$ cat config.mk
export PLATFORM = sky130hd
export DESIGN_NAME = load_store_unit_flat
export DESIGN_NICKNAME = d
export VERILOG_FILES = /design/src/rtl/lsu_pkg.sv /design/src/rtl/lsu_if.sv /design/src/rtl/lsu_align.sv /design/src/rtl/load_store_unit.sv /design/src/flat_wrapper.sv
export SDC_FILE = /design/constraint.sdc
export NUM_CORES = 1
export LEC_CHECK = 0
export CAP_MARGIN = 20
export CORE_ASPECT_RATIO = 1.5
export CORE_UTILIZATION = 55
export CTS_CLUSTER_DIAMETER = 120
export CTS_CLUSTER_SIZE = 20
export DETAILED_ROUTE_END_ITERATION = 12
export DONT_BUFFER_PORTS = 1
export PLACE_DENSITY = 0.7
export SLEW_MARGIN = 40
export SYNTH_ARGS = -nofsm -noshare
export SYNTH_HDL_FRONTEND = slang
export SYNTH_SLANG_ARGS = --single-unit
$ cat constraint.sdc
create_clock -name clk -period 2.8 [get_ports clk]
set_input_delay 0.28 -clock clk [delete_from_list [all_inputs] [get_ports clk]]
set_output_delay 0.28 -clock clk [all_outputs]
set_load 0.005 [all_outputs]
$ cat src/rtl/lsu_pkg.sv
// Shared definitions for the load/store unit: RV32 width codes and FSM states.
package lsu_pkg;

    localparam logic [2:0] F3_B  = 3'b000;
    localparam logic [2:0] F3_H  = 3'b001;
    localparam logic [2:0] F3_W  = 3'b010;
    localparam logic [2:0] F3_BU = 3'b100;
    localparam logic [2:0] F3_HU = 3'b101;

    typedef enum logic [0:0] {
        IDLE      = 1'b0,
        RMW_WRITE = 1'b1
    } lsu_state_t;

endpackage

$ cat src/rtl/lsu_if.sv
// Request, memory and writeback signals of the load/store unit.
// Handshake: a request transfers on a cycle where in_valid and in_ready are both 1;
// out_valid is a one-cycle pulse with no backpressure.
interface lsu_if #(
    parameter int ADDR_W = 10
) ();
    logic              in_valid;
    logic              in_ready;
    logic              in_load;
    logic              in_store;
    logic [2:0]        in_funct3;
    logic [31:0]       in_addr;
    logic [31:0]       in_wdata;
    logic [4:0]        in_rd;
    logic              mem_read;
    logic              mem_write;
    logic [ADDR_W-1:0] mem_address;
    logic [31:0]       mem_write_data;
    logic [31:0]       mem_read_data;
    logic              out_valid;
    logic [31:0]       out_data;
    logic [4:0]        out_rd;
    logic              out_fault;

    modport slave (
        input  in_valid, in_load, in_store, in_funct3, in_addr, in_wdata, in_rd,
        input  mem_read_data,
        output in_ready, mem_read, mem_write, mem_address, mem_write_data,
        output out_valid, out_data, out_rd, out_fault
    );

    modport master (
        output in_valid, in_load, in_store, in_funct3, in_addr, in_wdata, in_rd,
        output mem_read_data,
        input  in_ready, mem_read, mem_write, mem_address, mem_write_data,
        input  out_valid, out_data, out_rd, out_fault
    );
endinterface

$ cat src/rtl/lsu_align.sv
// Combinational lane logic: load byte/half extraction with extension, and
// sub-word store merge into the old memory word.
import lsu_pkg::*;

module lsu_align (
    input  logic [2:0]  funct3,
    input  logic [1:0]  addr_lo,
    input  logic [31:0] rdata,
    input  logic [31:0] wdata,
    output logic [31:0] load_data,
    output logic [31:0] merged
);
    logic [7:0]  byte_sel;
    logic [15:0] half_sel;

    always_comb begin
        byte_sel = rdata[7:0];
        case (addr_lo)
            2'd0: byte_sel = rdata[7:0];
            2'd1: byte_sel = rdata[15:8];
            2'd2: byte_sel = rdata[23:16];
            2'd3: byte_sel = rdata[31:24];
            default: byte_sel = rdata[7:0];
        endcase
        half_sel = addr_lo[1] ? rdata[31:16] : rdata[15:0];

        load_data = rdata;
        case (funct3)
            F3_B:  load_data = {{24{byte_sel[7]}}, byte_sel};
            F3_H:  load_data = {{16{half_sel[15]}}, half_sel};
            F3_BU: load_data = {24'd0, byte_sel};
            F3_HU: load_data = {16'd0, half_sel};
            default: load_data = rdata;
        endcase
    end

    always_comb begin
        merged = rdata;
        case (funct3)
            F3_B: begin
                case (addr_lo)
                    2'd0: merged[7:0]   = wdata[7:0];
                    2'd1: merged[15:8]  = wdata[7:0];
                    2'd2: merged[23:16] = wdata[7:0];
                    2'd3: merged[31:24] = wdata[7:0];
                    default: merged = rdata;
                endcase
            end
            F3_H: merged = addr_lo[1] ? {wdata[15:0], rdata[15:0]}
                                      : {rdata[31:16], wdata[15:0]};
            F3_W: merged = wdata;
            default: merged = rdata;
        endcase
    end
endmodule

$ cat src/rtl/load_store_unit.sv
// Memory-stage load/store unit: fault checks, loads, word stores, and
// two-cycle read-modify-write for byte/halfword stores.
import lsu_pkg::*;

module load_store_unit #(
    parameter int ADDR_W = 10
) (
    input  logic       clk,
    input  logic       rst,
    lsu_if.slave       bus,
    output lsu_state_t state_dbg
);
    lsu_state_t        state;
    logic [ADDR_W-1:0] rmw_addr;
    logic [31:0]       rmw_data;
    logic [4:0]        rmw_rd;

    logic        accept, fault, bad_op, illegal_f3, out_of_range, misaligned;
    logic        is_sw, go;
    logic [2:0]  f3;
    logic [31:0] load_data, merged;

    assign f3        = bus.in_funct3;
    assign accept    = bus.in_valid && (state == IDLE);
    assign state_dbg = state;

    always_comb begin
        bad_op       = (bus.in_load == bus.in_store);
        illegal_f3   = bus.in_load ? !(f3 inside {F3_B, F3_H, F3_W, F3_BU, F3_HU})
                                   : !(f3 inside {F3_B, F3_H, F3_W});
        out_of_range = |bus.in_addr[31:ADDR_W+2];
        misaligned   = ((f3 == F3_H || f3 == F3_HU) && bus.in_addr[0])
                     || (f3 == F3_W && bus.in_addr[1:0] != 2'b00);
        fault        = bad_op || illegal_f3 || out_of_range || misaligned;
        is_sw        = bus.in_store && (f3 == F3_W);
        go           = accept && !fault;
    end

    // In RMW_WRITE the latched word owns the memory port; otherwise the port
    // is quiet unless a legal request is being accepted.
    always_comb begin
        bus.in_ready = (state == IDLE);
        if (state == RMW_WRITE) begin
            bus.mem_read       = 1'b0;
            bus.mem_write      = 1'b1;
            bus.mem_address    = rmw_addr;
            bus.mem_write_data = rmw_data;
        end else begin
            bus.mem_read       = go && !is_sw;
            bus.mem_write      = go && is_sw;
            bus.mem_address    = accept ? bus.in_addr[ADDR_W+1:2] : '0;
            bus.mem_write_data = (go && is_sw) ? bus.in_wdata : 32'd0;
        end
    end

    lsu_align u_align (
        .funct3    (f3),
        .addr_lo   (bus.in_addr[1:0]),
        .rdata     (bus.mem_read_data),
        .wdata     (bus.in_wdata),
        .load_data (load_data),
        .merged    (merged)
    );

    always_ff @(posedge clk or posedge rst) begin
        if (rst) begin
            state         <= IDLE;
            rmw_addr      <= '0;
            rmw_data      <= 32'd0;
            rmw_rd        <= 5'd0;
            bus.out_valid <= 1'b0;
            bus.out_data  <= 32'd0;
            bus.out_rd    <= 5'd0;
            bus.out_fault <= 1'b0;
        end else begin
            bus.out_valid <= 1'b0;
            case (state)
                IDLE: begin
                    if (accept) begin
                        if (fault || bus.in_load || is_sw) begin
                            bus.out_valid <= 1'b1;
                            bus.out_data  <= (!fault && bus.in_load) ? load_data : 32'd0;
                            bus.out_fault <= fault;
                            bus.out_rd    <= bus.in_rd;
                        end else begin
                            state    <= RMW_WRITE;
                            rmw_addr <= bus.in_addr[ADDR_W+1:2];
                            rmw_data <= merged;
                            rmw_rd   <= bus.in_rd;
                        end
                    end
                end
                RMW_WRITE: begin
                    state         <= IDLE;
                    bus.out_valid <= 1'b1;
                    bus.out_data  <= 32'd0;
                    bus.out_fault <= 1'b0;
                    bus.out_rd    <= rmw_rd;
                end
            endcase
        end
    end
endmodule
$ cat src/flat_wrapper.sv
// flat-port wrapper written by rule: the top's interface ports become plain ports
module load_store_unit_flat 
#(
    parameter int ADDR_W = 10
)
  (clk, rst, state_dbg, bus_in_valid, bus_in_load, bus_in_store, bus_in_funct3, bus_in_addr, bus_in_wdata, bus_in_rd, bus_mem_read_data, bus_in_ready, bus_mem_read, bus_mem_write, bus_mem_address, bus_mem_write_data, bus_out_valid, bus_out_data, bus_out_rd, bus_out_fault);
  lsu_if #(.ADDR_W(ADDR_W)) bus_i ();
  input  logic clk;
  input  logic rst;
  output lsu_state_t state_dbg;
  input wire logic [$bits(bus_i.in_valid)-1:0] bus_in_valid;
  input wire logic [$bits(bus_i.in_load)-1:0] bus_in_load;
  input wire logic [$bits(bus_i.in_store)-1:0] bus_in_store;
  input wire logic [$bits(bus_i.in_funct3)-1:0] bus_in_funct3;
  input wire logic [$bits(bus_i.in_addr)-1:0] bus_in_addr;
  input wire logic [$bits(bus_i.in_wdata)-1:0] bus_in_wdata;
  input wire logic [$bits(bus_i.in_rd)-1:0] bus_in_rd;
  input wire logic [$bits(bus_i.mem_read_data)-1:0] bus_mem_read_data;
  output wire logic [$bits(bus_i.in_ready)-1:0] bus_in_ready;
  output wire logic [$bits(bus_i.mem_read)-1:0] bus_mem_read;
  output wire logic [$bits(bus_i.mem_write)-1:0] bus_mem_write;
  output wire logic [$bits(bus_i.mem_address)-1:0] bus_mem_address;
  output wire logic [$bits(bus_i.mem_write_data)-1:0] bus_mem_write_data;
  output wire logic [$bits(bus_i.out_valid)-1:0] bus_out_valid;
  output wire logic [$bits(bus_i.out_data)-1:0] bus_out_data;
  output wire logic [$bits(bus_i.out_rd)-1:0] bus_out_rd;
  output wire logic [$bits(bus_i.out_fault)-1:0] bus_out_fault;
  assign bus_i.in_valid = bus_in_valid;
  assign bus_i.in_load = bus_in_load;
  assign bus_i.in_store = bus_in_store;
  assign bus_i.in_funct3 = bus_in_funct3;
  assign bus_i.in_addr = bus_in_addr;
  assign bus_i.in_wdata = bus_in_wdata;
  assign bus_i.in_rd = bus_in_rd;
  assign bus_i.mem_read_data = bus_mem_read_data;
  assign bus_in_ready = bus_i.in_ready;
  assign bus_mem_read = bus_i.mem_read;
  assign bus_mem_write = bus_i.mem_write;
  assign bus_mem_address = bus_i.mem_address;
  assign bus_mem_write_data = bus_i.mem_write_data;
  assign bus_out_valid = bus_i.out_valid;
  assign bus_out_data = bus_i.out_data;
  assign bus_out_rd = bus_i.out_rd;
  assign bus_out_fault = bus_i.out_fault;
  load_store_unit #(.ADDR_W(ADDR_W)) u_core (.clk(clk), .rst(rst), .bus(bus_i), .state_dbg(state_dbg));
endmodule
## Yosys cells after proc, flatten, opt, wreduce, memory -nomap -nowiden

Index checks and enable logic that the tools add are counted.

- ROM bits: 0
- Bits in latches: 0
- Output and inout port bits: 85
- Input port bits: 109
- Memories kept: 0
- Register bits after elaboration: 87
- Memory bits (writable): 0

- Equality and inequality tests: 10
- Shift operators: 0
- Reduce and logical (&&, ||, !) cells: 27
- Div/mod/pow operators: 0
- $add $sub $neg: 0
- Bitwise logic cells: 2
- Multipliers: 0
- Muxes and demuxes: 32
- Order comparisons: 0

Operator list:

| operator | count |
|---|---|
| $mux W32 | 6 |
| $pmux W32 S4 | 1 |
| $pmux W32 S3 | 1 |
| $pmux W32 S2 | 1 |
| $mux W8 | 4 |
| $pmux W8 S4 | 1 |
| $mux W10 | 2 |
| $reduce_or A20 Y1 | 1 |
| $mux W16 | 1 |
| $mux W5 | 2 |
| $pmux W5 S2 | 1 |
| $mux W1 | 9 |
| $logic_and A1 B1 Y1 | 8 |
| $logic_or A1 B1 Y1 | 7 |
| $eq A3 B3 Y1 const B | 2 |
| $pmux W1 S2 | 3 |
| $reduce_bool A5 Y1 | 1 |
| $eq A2 B2 Y1 const B | 2 |
| $logic_not A1 Y1 | 4 |
| $ne A2 B1 Y1 const B | 2 |
| $eq A3 B1 Y1 const B | 1 |
| $eq A3 B2 Y1 const B | 1 |
| $logic_not A3 Y1 | 1 |
| $reduce_and A3 Y1 | 1 |
| 7 further kinds | 8 |

## Depth between registers and ports, before layout

Gate-level depths: netlist of run 1.

- Depth after elaboration: 13
- Gate-level depth with buffers: 8
- Mapped depth without buffers: 5

## Modules after synthesis

Synthesis of run 1 repeated with hierarchy kept, for this count alone.

- Cells, all modules: 497
- Area total of the unflattened synthesis: 5,338.9 sq um

Modules (own cells, without submodules):

| module | cells an instance | area an instance (sq um) | sequential area each (sq um) | instances |
|---|---|---|---|---|
| load_store_unit | 275 | 3,838.7 | 2,177.1 | 1 |
| lsu_align | 222 | 1,500.2 | 0.0 | 1 |

## Least setup slack after synthesis of run 1

No wires, ideal clock.

- Path kind: flip-flop to flip-flop
- Start: register u_core.state (netlist: u_core.state_dbg)
- End: register u_core.rmw_addr[0]
- Library setup time: 0.125 ns
- Stages on the path, launching flop included: 8
- Required time: 2.675 ns
- Clock period less this slack: 2.103 ns
- Buffers on the path: 3
- Arrival time: 1.978 ns
- Path slack: 0.697 ns
- Cells stage by stage: dfrtp_1 -> buf_2 -> nand2b_1 -> nor3_1 -> or4b_1 -> buf_6 -> buf_6 -> mux2_4

- Longest elaborated chain between the ends: 3

Ends and longest elaborated chain:

| what | line | text |
|---|---|---|
| from (decl) | load_store_unit.sv:13 | `lsu_state_t state;` |
| from (signal assigned) | load_store_unit.sv:67 | `state <= IDLE;` |
| from (signal assigned) | load_store_unit.sv:86 | `state <= RMW_WRITE;` |
| from (signal assigned) | load_store_unit.sv:94 | `state <= IDLE;` |
| $not A1 Y1 (no source line) * | n/a |  |
| $logic_and A1 B1 Y1 | load_store_unit.sv:24 | `assign accept = bus.in_valid && (state == IDLE);` |
| $reduce_and A3 Y1 (no source line) * | n/a |  |
| to (signal assigned) | load_store_unit.sv:87 | `rmw_addr <= bus.in_addr[ADDR_W+1:2];` |
| to (decl) | load_store_unit.sv:14 | `logic [ADDR_W-1:0] rmw_addr;` |

Every way passes the cells marked *; elsewhere a longest branch is shown, timed or not.
A chain may end at the register's enable or synchronous reset.

## Worst setup path in the final report of run 1

- Start: input bus_in_addr[13]
- End: output bus_mem_write_data[19]

- Longest elaborated chain between the ends: 8

Ends and longest elaborated chain:

| what | line | text |
|---|---|---|
| from (decl) | flat_wrapper.sv:15 | `input wire logic [$bits(bus_i.in_addr)-1:0] bus_in_addr;` |
| $reduce_or A20 Y1 | load_store_unit.sv:31 | `out_of_range = \|bus.in_addr[31:ADDR_W+2];` |
| $logic_or A1 B1 Y1 (2 in a row) | load_store_unit.sv:34 | `fault = bad_op \|\| illegal_f3 \|\| out_of_range \|\| misaligned;` |
| $logic_not A1 Y1 | load_store_unit.sv:36 | `go = accept && !fault;` |
| $logic_and A1 B1 Y1 | load_store_unit.sv:36 |  |
| $logic_and A1 B1 Y1 | load_store_unit.sv:52 | `bus.mem_write_data = (go && is_sw) ? bus.in_wdata : 32'd0;` |
| $mux W32 | load_store_unit.sv:52 |  |
| $mux W32 | load_store_unit.sv:43 | `if (state == RMW_WRITE) begin` |
| to (decl) | flat_wrapper.sv:23 | `output wire logic [$bits(bus_i.mem_write_data)-1:0] bus_mem_write_data;` |

Every way passes these cells.

==> impl_summary.log, run 1 <==
[metrics] run status: finished clean
[metrics] relative slew slack: 0.517
[metrics] Core Footprint: around 0.0089 mm^2
[metrics] final net count: 574
[metrics] global-route track usage on met2: 0.492
[metrics] cell type of the slowest stage on the worst timing path: sky130_fd_sc_hd__nor3_2
[metrics] Inserted Clock Buffers: 9
[metrics] Max FO, Critical Path: 32
[metrics] M3 GR Usage: 0.0989
[metrics] final cycle utilization of the critical path: 0.841
[metrics] wire length of the first global-routing pass: about 22 mm
[metrics] Worst EP arrival: about 2.1 ns
[metrics] Vert. Die Dim: 120 um
[metrics] count of port buffers added during placement: 0
[metrics] maximum buffer depth of the clock tree: 2
[metrics] starting utilization of the core area: 0.570
[metrics] WP depth: 6
[metrics] unrepaired setup endpoints after global routing: no
[metrics] H-tree depth: 3
[metrics] cell with the most instances after synthesis: sky130_fd_sc_hd__dfrtp_1
[metrics] Total Power: between 2 and 3 mW
[metrics] Finish-stage setup viols: 0
[metrics] slew at the pin closest to its max-slew limit: slightly above 0.7 ns
[metrics] top area cells in the synthesized netlist: sky130_fd_sc_hd__dfrtp_1 (43%), sky130_fd_sc_hd__a22o_1 (8.5%), sky130_fd_sc_hd__mux2_4 (5.0%)
[metrics] DPL Wire Length: 10.8 mm
[metrics] leading area contributor after synthesis: sky130_fd_sc_hd__dfrtp_1
[metrics] Post-Syn Nets: between 500 and 600
[metrics] routed wire length: 14.7 mm
[metrics] post-route DRC violation count: 0
[metrics] TritonCTS clock tree: built
[metrics] Sinks on Clock Net: 87
[metrics] top cell family by delay on the critical path: simple AND/OR/NAND/NOR gates
[metrics] shortest period the worst path allows: ~2.4 ns
[metrics] worst vdd rail ir drop: roughly 0.32 mV
[metrics] number of antenna repair diodes: 0
[metrics] number of top-level pins: just under 200
[metrics] die outline width: approximately 80 um
[metrics] root buffer cell: sky130_fd_sc_hd__clkbuf_16
[metrics] maximum frequency from static timing analysis: 425 MHz
[metrics] number of non-filler instances in the completed layout: ~580
[metrics] fraction of power consumed by sequential logic: 0.478
[metrics] Placer Congestion: roughly 0.9
[metrics] DR vias/cell: ~7.1
[metrics] asr flop ratio synth: 1.00
[metrics] Tot GR Track Use: 0.312
[metrics] post-detailed-route wirelength per cell: 25.4 um
[metrics] area share of the leading cell type in the synthesized netlist: 0.430
[metrics] power dissipated by switching net loads: approximately 0.6 mW
[metrics] standard-cell rows: 42
[metrics] final worst hold slack: around 0.073 ns
[metrics] count of vias placed by the detailed router: about 4.1k
[metrics] Leakage Power: 2.36 nW
[metrics] number of synthesized flops with an enable pin: 0
[metrics] Post-Route Setup TNS: 0 ns
[metrics] mean instance size in the synthesized netlist: ~10 um^2
[metrics] number of nets with antenna violations after routing: 0
[metrics] number of antenna violations at the first check in global routing: 0
[metrics] layout cells sized above 1: 0.152
[metrics] Slowest Stage Delay on Critical Path: between 0.4 and 0.5 ns
[metrics] largest net degree at the start of global routing: between 60 and 70
[metrics] worst min-delay path category: input port to flip-flop
[metrics] power density relative to cell area: 493 mW/mm^2
[metrics] vias in the first global route: roughly 4.1k
[metrics] clock slew at reported path FFs: around 0.060 ns
[metrics] source-to-sink clock delay at the later pin of the worst-skew pair: ~0.34 ns
[metrics] Final Hold Fails: 0
[metrics] count of max-cap constraint violations: 0
[metrics] die footprint: between 0.009 and 0.01 mm^2
[metrics] Crit. End Element: output port
[metrics] endpoint required time on the critical path: ~2.5 ns
[metrics] most frequent cells after synthesis: sky130_fd_sc_hd__dfrtp_1 (87), sky130_fd_sc_hd__nand2_1 (52), sky130_fd_sc_hd__a22o_1 (49), sky130_fd_sc_hd__o21ai_1 (29), sky130_fd_sc_hd__o2bb2ai_1 (23)
[metrics] crit-path cells: nor4_1 -> nand4_1 -> nor3_2 -> and3_1 -> buf_4 -> a22o_1
[metrics] max-slew violation total from the final report: 0
[metrics] switching share of power: 0.232
[metrics] Cell Int Power: between 2 and 2.5 mW
[metrics] first-pass iteration count of the detailed router: 6
[metrics] fill cell total of the finished layout: slightly below 800
[metrics] post-cts repair resize count: 0
[metrics] count of yosys warnings during synthesis: 0
[metrics] Comb power frac: 0.089
[metrics] Distinct cells, synth: between 50 and 60
[metrics] Placed Cells: 563
[metrics] growth of design area from synthesis to finish: 6.62%
[metrics] cell area after synthesis: between 0.005 and 0.006 mm^2
[metrics] initial detailed-routing violation count: about 340
[metrics] met1 layer usage reported by global route: 0.379
[metrics] Critical Path Start Type: input port
[metrics] cell count of the worst hold path: 1
[metrics] sequential-to-total area share from yosys stat: 0.430
[metrics] class of the most critical setup path: input port to output port
[metrics] synthesized instance count: about 490
[metrics] peak-usage layer in the global routing report: met2
[metrics] Synth Flop Type: sky130_fd_sc_hd__dfrtp_1
[metrics] worst clock skew: around 0.0056 ns
[metrics] post-synthesis sequential element count: 87
[metrics] proportion of power drawn by the clock network: 0.433
[metrics] number of buffers and inverters on the critical path: 1
[metrics] depth of the worst register-to-register path: 5
[metrics] global route total overflow: 0
-- sequential cells by signal, indices dropped and copies added, names as in the netlist --
name                  flops
u_core.bus.out_fault      1
u_core.rmw_rd             5
u_core.bus.out_data      32
u_core.rmw_data          32
u_core.rmw_addr          10
u_core.bus.out_rd         5
u_core.bus.out_valid      1
u_core.state_dbg          1
-- cell type report --
cell class	instances	area, um^2	share of cell area
Multi-Input combinational cell	349	2670	0.494
Sequential cell	87	2180	0.403
Clock buffer	10	229	0.0424
Tap cell	110	138	0.0255
Timing Repair Buffer	12	118	0.0218
Clock inverter	4	48.8	0.00904
Inverter	6	23.8	0.00440
-- final timing paths --
check | end | startpoint | slack (ns)
min in group asynchronous | u_core.rmw_addr[1] | rst | 0.46
hold reg to reg | u_core.rmw_data[21] | u_core.rmw_data[21] | 0.49
hold / removal | u_core.rmw_addr[8] | bus_in_addr[10] | 0.07
setup reg to reg | u_core.rmw_addr[5] | u_core.state_dbg | 0.58
max in group asynchronous | u_core.rmw_addr[7] | rst | 1.63
setup / recovery | bus_mem_write_data[19] | bus_in_addr[13] | 0.45
-- power by group through the flow --
stage	clock, mW	sequential (mW)	combinational, mW
finish	1.15	1.27	0.238
global route	1.22	1.27	0.265
CTS	1.17	1.27	0.238
detailed placement	0	1.30	0.236
global placement	0	1.30	0.230
floorplan	0	1.29	0.210
-- stage by stage --
stage               setup WS (ns)  cell area, um^2  utilization
finish                      0.446             5400        0.608
global route                0.286             5400        0.608
CTS                         0.505             5400        0.607
detailed placement          0.406             5110        0.575
global placement            0.501             5100        0.574
floorplan                   0.270             5060            -
-- repair_timing --
| item | CTS | global route |
|---|---|---|
| setup buffers | 0 | 0 |
| endpoints found under the setup margin | 0 | 0 |
| hold buffers | 1 | 0 |
| hold endpoints to repair | 35 | 0 |
-- placed cells by master, fill, tap and decap left out, types with 4 or more instances in the layout --
master / Yosys / layout
sky130_fd_sc_hd__mux2_2: 5 / 5
sky130_fd_sc_hd__o2bb2ai_2: 9 / 9
sky130_fd_sc_hd__clkbuf_16: 0 / 9
sky130_fd_sc_hd__buf_4: 0 / 9
sky130_fd_sc_hd__nor4_1: 6 / 6
sky130_fd_sc_hd__nand2_1: 52 / 52
sky130_fd_sc_hd__a222oi_1: 16 / 16
sky130_fd_sc_hd__mux2i_1: 9 / 9
sky130_fd_sc_hd__o21ai_1: 29 / 29
sky130_fd_sc_hd__o2bb2ai_1: 23 / 23
sky130_fd_sc_hd__mux2_1: 10 / 10
sky130_fd_sc_hd__nor2_1: 10 / 10
sky130_fd_sc_hd__a221o_1: 6 / 6
sky130_fd_sc_hd__o22ai_1: 9 / 9
sky130_fd_sc_hd__nor2b_1: 21 / 21
sky130_fd_sc_hd__inv_1: 5 / 4
sky130_fd_sc_hd__a31oi_1: 10 / 10
sky130_fd_sc_hd__nand2b_1: 6 / 6
sky130_fd_sc_hd__mux2_4: 17 / 17
sky130_fd_sc_hd__o21ai_0: 20 / 20
sky130_fd_sc_hd__dfrtp_1: 87 / 86
sky130_fd_sc_hd__nor3_1: 9 / 8
sky130_fd_sc_hd__a22o_1: 49 / 49
-- per-layer routing --
layer	share of wire	routed length, um
met1	0.38	5590
met2	0.49	7220
met3	0.091	1330
met4	0.038	566
met5	0	0
-- logic make-up after synthesis --
group                  Yosys count  share of synthesized area
flip-flops                      87                      0.430
AO/OA/AOI/OAI                  185                      0.290
AND/OR/NAND/NOR                122                      0.126
buffers and inverters           49                     0.0487
multiplexers                    42                      0.106
Power figures use the tool's default switching activity.
==> run 2, diff against run 1 <==
==> constraint.sdc (replaced) <==
create_clock -name clk -period 2.4 [get_ports clk]
set_input_delay 0.24 -clock clk [delete_from_list [all_inputs] [get_ports clk]]
set_output_delay 0.24 -clock clk [all_outputs]
set_load 0.005 [all_outputs]
==> run 2 against run 1 <==
Net effect:
- combinational power increased by 19%
- clock power grew 26%
- largest power group unchanged
- final area up 1.7%
- count of clock-buffer cells in the layout decreased by 1
- register-to-register slack worse by 0.36 ns
- sequential share of layout area fell by 0.66 points
- utilization grew 1.0 points
- critical path depth decreased by 1
==> impl_summary.log, run 2 (same netlist as run 1, synthesis figures left out) <==
[metrics] final cycle utilization of the critical path: 0.948
[metrics] class of the most critical setup path: flip-flop to output port (was input port to output port)
[metrics] Finish-stage setup viols: 0 (unchanged)
[metrics] Post-Route Setup TNS: 0 ns (unchanged)
[metrics] growth of design area from synthesis to finish: 8.40% (was 6.62%)
[metrics] die outline width: 80.4 um (unchanged)
[metrics] post-route DRC violation count: 0 (unchanged)
[metrics] worst min-delay path category: input port to flip-flop (unchanged)
[metrics] post-detailed-route wirelength per cell: 24.9 um (was 25.4 um)
[metrics] DR vias/cell: 7.02 (was 7.11)
[metrics] count of port buffers added during placement: 0 (unchanged)
[metrics] number of antenna repair diodes: 0 (unchanged)
[metrics] first-pass iteration count of the detailed router: 8 (was 6)
[metrics] max-slew violation total from the final report: 0 (unchanged)
[metrics] shortest period the worst path allows: around 2.3 ns
[metrics] Worst EP arrival: 2.03 ns (was 2.07 ns)
[metrics] run status: finished clean (unchanged)
[metrics] Inserted Clock Buffers: 9 (unchanged)
[metrics] number of top-level pins: 194 (unchanged)
[metrics] root buffer cell: sky130_fd_sc_hd__clkbuf_16 (unchanged)
[metrics] power density relative to cell area: 586 mW/mm^2 (was 493 mW/mm^2)
[metrics] starting utilization of the core area: 0.570 (unchanged)
[metrics] worst clock skew: 0.00944 ns (was 0.00564 ns)
[metrics] count of max-cap constraint violations: 0 (unchanged)
[metrics] slew at the pin closest to its max-slew limit: 0.766 ns (was 0.714 ns)
[metrics] vias in the first global route: 3,985 (was 4,078)
[metrics] Core Footprint: 0.00888 mm^2 (unchanged)
[metrics] Total Power: 3.22 mW (was 2.66 mW)
[metrics] relative slew slack: 0.489 (was 0.517)
[metrics] standard-cell rows: 42 (unchanged)
[metrics] highest-count cells in the layout ignoring fill and taps: sky130_fd_sc_hd__dfrtp_1 (86), sky130_fd_sc_hd__nand2_1 (52), sky130_fd_sc_hd__a22o_1 (49) (unchanged)
[metrics] number of buffers inserted to repair setup after CTS: 0 (unchanged)
[metrics] final net count: 580 (was 574)
[metrics] Vert. Die Dim: 120 um (unchanged)
[metrics] most common cell after layout, fill and taps aside: sky130_fd_sc_hd__dfrtp_1 (unchanged)
[metrics] DPL Wire Length: 10.8 mm (about the same)
[metrics] TritonCTS clock tree: built (unchanged)
[metrics] Final Hold Fails: 0 (unchanged)
[metrics] number of nets with antenna violations after routing: 0 (unchanged)
[metrics] endpoint required time on the critical path: 2.16 ns (was 2.52 ns)
[metrics] clock slew at reported path FFs: 0.06 ns (about the same)
[metrics] crit-path cells: buf_4 -> nor2b_2 -> and3_1 -> buf_12 -> a22o_1 (was nor4_1 -> nand4_1 -> nor3_2 -> and3_1 -> buf_4 -> a22o_1)
[metrics] layout cells sized above 1: 0.170 (was 0.152)
[metrics] global route total overflow: 0 (unchanged)
[metrics] final worst hold slack: 0.0256 ns (was 0.0725 ns)
[metrics] unrepaired setup endpoints after global routing: no (unchanged)
[metrics] slack of the worst reg-to-reg path: 0.22 ns (was 0.58 ns)
[metrics] cell type of the slowest stage on the worst timing path: sky130_fd_sc_hd__dfrtp_2 (was sky130_fd_sc_hd__nor3_2)
[metrics] worst path setup slack after routing: 0.125 ns (was 0.446 ns)
[metrics] top cell family by delay on the critical path: simple AND/OR/NAND/NOR gates (unchanged)
[metrics] die footprint: 0.00960 mm^2 (unchanged)
[metrics] Max FO, Critical Path: 53 (was 32)
[metrics] maximum frequency from static timing analysis: about 440 MHz
[metrics] number of buffers and inverters on the critical path: 2 (was 1)
[metrics] maximum buffer depth of the clock tree: 2 (unchanged)
[metrics] Slowest Stage Delay on Critical Path: 0.40 ns (was 0.45 ns)
[metrics] registers with the highest flip-flop counts: u_core.bus.out_data: 32 flops, u_core.rmw_data: 32 flops, u_core.rmw_addr: 10 flops (unchanged)
[metrics] largest net degree at the start of global routing: 54 (was 66)
[metrics] source-to-sink clock delay at the later pin of the worst-skew pair: 0.35 ns (was 0.34 ns)
[metrics] Critical Path Start Type: flip-flop (was input port)
[metrics] H-tree depth: 3 (unchanged)
[metrics] worst slack at placement: 0.195 ns (was 0.406 ns)
[metrics] worst vdd rail ir drop: 0.397 mV (was 0.322 mV)
[metrics] number of antenna violations at the first check in global routing: 0 (unchanged)
[metrics] routed wire length: 14.6 mm (was 14.7 mm)
[metrics] Crit. End Element: output port (unchanged)
[metrics] Placer Congestion: 0.885 (was 0.925)
[metrics] count of vias placed by the detailed router: 4,114 (was 4,111)
[metrics] initial detailed-routing violation count: 322 (was 343)
[metrics] wire length of the first global-routing pass: 21.8 mm (was 22.2 mm)
[metrics] Sinks on Clock Net: 87 (unchanged)
[metrics] Tot GR Track Use: 0.307 (was 0.312)
[metrics] Leakage Power: 2.39 nW (was 2.36 nW)
==> run 2: report_power, final <==
part / total (mW) / internal (mW) / switching [mW] / leakage [nW]
sequential: 1.48 / 1.48 / 0.00718 / 1.20
combinational: 0.284 / 0.123 / 0.161 / 1.05
clock: 1.45 / 0.820 / 0.633 / 0.143
total: 3.22 / 2.42 / 0.802 / 2.39
==> run 2: repair_timing <==
action / CTS / global route
hold buffers: 1 / 0
gates resized for setup: 0 / 1
endpoints found under the setup margin: 0 / 32
hold endpoints to repair: 87 / 0
==> run 2: path summary, 6_finish.rpt <==
check	from	endpoint	cells after the start
max reg2reg	u_core.state_dbg	u_core.rmw_addr[4]	5
min in group asynchronous	rst	u_core.rmw_addr[3]	2
min	bus_in_addr[7]	u_core.rmw_addr[5]	1
max	u_core.state_dbg	bus_mem_write_data[19]	5
max in group asynchronous	rst	u_core.state_dbg	3
min reg2reg	u_core.rmw_data[11]	u_core.rmw_data[11]	2
==> run 2: worst reg2reg max path: stages (launching register included) <==
cell	delay (ns)
sky130_fd_sc_hd__dfrtp_2	0.40
sky130_fd_sc_hd__nand2b_1	0.24
sky130_fd_sc_hd__nor3_1	0.21
sky130_fd_sc_hd__or4b_2	0.63
sky130_fd_sc_hd__buf_4	0.25
sky130_fd_sc_hd__mux2_1	0.35
==> run 2: final cells by class <==
cell class | instances | area (um^2)
Fill cell | 757 | 3390
Multi-Input combinational cell | 349 | 2670
Sequential cell | 87 | 2180
Clock buffer | 9 | 225
Timing Repair Buffer | 18 | 175
Tap cell | 110 | 138
Clock inverter | 7 | 80.1
Inverter | 6 | 26.3
==> run 2: per-layer routing <==
layer,track usage,part of all wire,up-vias
met1,0.364,0.38,2038
li1,-,-,1846
met4,0.153,0.041,0
met2,0.494,0.49,196
met3,0.0966,0.090,34
met5,0,0,-
==> run 2: through the flow <==
| stage | std cells | util | cell area [um^2] |
|---|---|---|---|
| global placement | 569 | 0.581 | 5160 |
| global route | 586 | 0.618 | 5490 |
| detailed placement | 569 | 0.582 | 5170 |
| CTS | 586 | 0.617 | 5480 |
| floorplan | 485 | - | 5070 |
| finish | 586 | 0.618 | 5490 |
==> run 3, diff against run 2 <==
--- a/config.mk
+++ b/config.mk
@@ -6,13 +6,15 @@
 export NUM_CORES = 1
 export LEC_CHECK = 0
 export CAP_MARGIN = 20
+export CELL_PAD_IN_SITES_DETAIL_PLACEMENT = 1
+export CELL_PAD_IN_SITES_GLOBAL_PLACEMENT = 2
 export CORE_ASPECT_RATIO = 1.5
-export CORE_UTILIZATION = 55
+export CORE_UTILIZATION = 38
 export CTS_CLUSTER_DIAMETER = 120
 export CTS_CLUSTER_SIZE = 20
 export DETAILED_ROUTE_END_ITERATION = 12
 export DONT_BUFFER_PORTS = 1
-export PLACE_DENSITY = 0.7
+export PLACE_DENSITY_LB_ADDON = 0.1
 export SLEW_MARGIN = 40
 export SYNTH_ARGS = -nofsm -noshare
 export SYNTH_HDL_FRONTEND = slang
==> run 3 against run 2 <==
Net effect:
- wire length up 17%
- clock power fell by 7%
- first-iteration DRC count decreased by 26%
- combinational power up 4%
- hold slack gained 0.0099 ns
- largest cell class unchanged
- register-to-register slack is essentially flat
- utilization shrank 19 points
- critical endpoint is now bus_mem_write_data[7]
- via count barely moved
==> impl_summary.log, run 3 (same netlist as run 1, synthesis figures left out) <==
[metrics] Max FO, Critical Path: 53 (unchanged)
[metrics] cell area after placement: 0.00524 mm^2 (was 0.00517 mm^2)
[metrics] Core Footprint: 0.0130 mm^2 (was 0.00888 mm^2)
[metrics] maximum frequency from static timing analysis: 442 MHz (was 440 MHz)
[metrics] DR vias/cell: 6.47 (was 7.02)
[metrics] slew at the pin closest to its max-slew limit: 0.741 ns (was 0.766 ns)
[metrics] count of vias placed by the detailed router: 4,115 (was 4,114)
[metrics] registers with the highest flip-flop counts: u_core.bus.out_data: 32 flops, u_core.rmw_data: 32 flops, u_core.rmw_addr: 10 flops (unchanged)
[metrics] relative slew slack: 0.499 (was 0.489)
[metrics] depth of the worst register-to-register path: 5 (unchanged)
[metrics] post-route DRC violation count: 0 (unchanged)
[metrics] growth of design area from synthesis to finish: 9.34% (was 8.40%)
[metrics] hold path start: bus_in_addr[7] (unchanged)
[metrics] final net count: 581 (was 580)
[metrics] startpoint of the lowest-slack register-to-register path: u_core.state_dbg (unchanged)
[metrics] number of buffers inserted to repair setup after CTS: 0 (unchanged)
[metrics] worst clock skew: 0.00807 ns (was 0.00944 ns)
[metrics] most common cell after layout, fill and taps aside: sky130_fd_sc_hd__dfrtp_1 (unchanged)
[metrics] fill cell total of the finished layout: 1,463 (was 757)
[metrics] H-tree depth: 3 (unchanged)
[metrics] worst vdd rail ir drop: 0.276 mV (was 0.397 mV)
[metrics] clock slew at reported path FFs: 0.07 ns (was 0.06 ns)
[metrics] die outline width: 96.3 um (was 80.4 um)
[metrics] max-slew violation total from the final report: 0 (unchanged)
[metrics] Critical Path Start Type: flip-flop (unchanged)
[metrics] Tot GR Track Use: 0.249 (was 0.307)
[metrics] post-detailed-route wirelength per cell: 26.8 um (was 24.9 um)
[metrics] wire length of the first global-routing pass: 25.2 mm (was 21.8 mm)
[metrics] final cycle utilization of the critical path: 0.943 (was 0.948)
[metrics] global route total overflow: 0 (unchanged)
[metrics] worst min-delay path category: input port to flip-flop (unchanged)
[metrics] worst min-delay path endpoint: u_core.rmw_addr[5] (unchanged)
[metrics] Placer Congestion: 0.841 (was 0.885)
[metrics] Post-Route Setup TNS: 0 ns (unchanged)
[metrics] cell count of the worst hold path: 1 (unchanged)
[metrics] Leakage Power: 2.38 nW (was 2.39 nW)
[metrics] number of nets with antenna violations after routing: 0 (unchanged)
[metrics] capturing point of the worst reg2reg path: u_core.rmw_addr[7] (was u_core.rmw_addr[4])
[metrics] endpoint required time on the critical path: 2.16 ns (about the same)
[metrics] standard-cell rows: 51 (was 42)
[metrics] Post-Layout Inst Area: 0.00554 mm^2 (was 0.00549 mm^2)
[metrics] Worst EP arrival: 2.02 ns (was 2.03 ns)
[metrics] largest net degree at the start of global routing: 88 (was 54)
[metrics] die footprint: 0.0138 mm^2 (was 0.00960 mm^2)
[metrics] met1 wire length: 6.52 mm (was 5.57 mm)
[metrics] TritonCTS clock tree: built (unchanged)
[metrics] number of antenna violations at the first check in global routing: 0 (unchanged)
[metrics] number of antenna repair diodes: 0 (unchanged)
[metrics] count of max-cap constraint violations: 0 (unchanged)
[metrics] Finish-stage setup viols: 0 (unchanged)
[metrics] vias in the first global route: 4,333 (was 3,985)
[metrics] multi-input combinational cell area: 0.00267 mm^2 (about the same)
[metrics] Inserted Clock Buffers: 9 (unchanged)
[metrics] highest-count cells in the layout ignoring fill and taps: sky130_fd_sc_hd__dfrtp_1 (86), sky130_fd_sc_hd__nand2_1 (52), sky130_fd_sc_hd__a22o_1 (49) (unchanged)
[metrics] highest routing layer actually used: met4 (unchanged)
[metrics] initial detailed-routing violation count: 238 (was 322)
[metrics] post-cts repair resize count: 0 (unchanged)
[metrics] root buffer cell: sky130_fd_sc_hd__clkbuf_16 (unchanged)
[metrics] Crit. End Element: output port (unchanged)
[metrics] source-to-sink clock delay at the later pin of the worst-skew pair: 0.34 ns (was 0.35 ns)
[metrics] run status: finished clean (unchanged)
[metrics] routed wl met2: 8.81 mm (was 7.11 mm)
[metrics] layout cells sized above 1: 0.170 (about the same)
[metrics] unrepaired setup endpoints after global routing: no (unchanged)
[metrics] count of port buffers added during placement: 0 (unchanged)
[metrics] first-pass iteration count of the detailed router: 6 (was 8)
[metrics] class of the most critical setup path: flip-flop to output port (unchanged)
[metrics] Sinks on Clock Net: 87 (unchanged)
[metrics] DPL Wire Length: 12.8 mm (was 10.8 mm)
[metrics] routed wire length on met3: 1.39 mm (was 1.31 mm)
[metrics] worst path setup slack after routing: 0.136 ns (was 0.125 ns)
[metrics] sequential cell area: 0.00218 mm^2 (unchanged)
[metrics] power density relative to cell area: 564 mW/mm^2 (was 586 mW/mm^2)
[metrics] Vert. Die Dim: 143 um (was 120 um)
[metrics] number of top-level pins: 194 (unchanged)
[metrics] Final Hold Fails: 0 (unchanged)
[metrics] maximum buffer depth of the clock tree: 2 (unchanged)
[metrics] slack of the worst reg-to-reg path: 0.23 ns (was 0.22 ns)
[metrics] routed wire length: 17.0 mm (was 14.6 mm)
[metrics] starting utilization of the core area: 0.389 (was 0.570)
[metrics] shortest period the worst path allows: 2.26 ns (was 2.27 ns)
[metrics] worst slack at placement: 0.173 ns (was 0.195 ns)
run 3: cell count changes in the layout (fill, tap and decap cells not counted), sizes merged:
cell and change:
bufinv -1, clkinvlp +1, buf +1
run 3: worst max-delay path by stage:
stage | from | end | slack, ns | cells after the start
6_report | u_core.state_dbg | bus_mem_write_data[7] | 0.14 | 5
4_1_cts | u_core.state_dbg | bus_mem_write_data[7] | 0.14 | 5
5_1_grt | u_core.state_dbg | bus_mem_write_data[7] | 0.03 | 5
3_3_place_gp | bus_in_addr[13] | u_core.rmw_data[30] | 0.25 | 6
3_5_place_dp | bus_in_addr[13] | u_core.bus.out_data[25] | 0.17 | 6
2_1_floorplan | u_core.state_dbg | u_core.rmw_addr[0] | 0.30 | 7
run 3: through the flow:
step / std cells / utilization / hold slack, ns / power (mW)
3_5_place_dp: 619 / 0.402 / 0.291 / 1.81
3_3_place_gp: 619 / 0.402 / 0.286 / 1.80
5_1_grt: 636 / 0.425 / 0.0276 / 3.23
4_1_cts: 636 / 0.425 / 0.0231 / 3.16
2_1_floorplan: 485 / - / 0.372 / 1.75
6_report: 636 / 0.425 / 0.0355 / 3.12
run 3: where the power goes:
group | internal [mW] | leakage, nW | switching, mW
registers | 1.48 | 1.20 | 0.00731
logic | 0.123 | 1.06 | 0.171
clock network | 0.715 | 0.130 | 0.630
total | 2.31 | 2.38 | 0.809
run 3: final cells by class:
class                   instances  area share
multi-input cells             349       0.482
flip-flops and latches         87       0.393
clock buffers                   9      0.0407
well taps                     159      0.0359
repair buffers                 19      0.0330
clock inverters                 7      0.0102
inverters                       6     0.00474
run 3: worst max-delay path, stage by stage (launching register included):
cell and delay (ns):
sky130_fd_sc_hd__dfrtp_2 0.40, sky130_fd_sc_hd__buf_4 0.31, sky130_fd_sc_hd__nor2b_1 0.22, sky130_fd_sc_hd__and3_1 0.29, sky130_fd_sc_hd__buf_12 0.22, sky130_fd_sc_hd__a22o_1 0.23
run 3: metal layers:
| layer | global-route usage | up-vias |
|---|---|---|
| met3 | 0.0709 | 16 |
| li1 | - | 1839 |
| met1 | 0.292 | 2111 |
| met5 | 0 | - |
| met4 | 0.0856 | 0 |
| met2 | 0.426 | 149 |
run 3: repair_timing:
item,CTS,global route
endpoints found under the hold margin,87,0
setup endpoints to repair,0,0
hold buffers,1,0
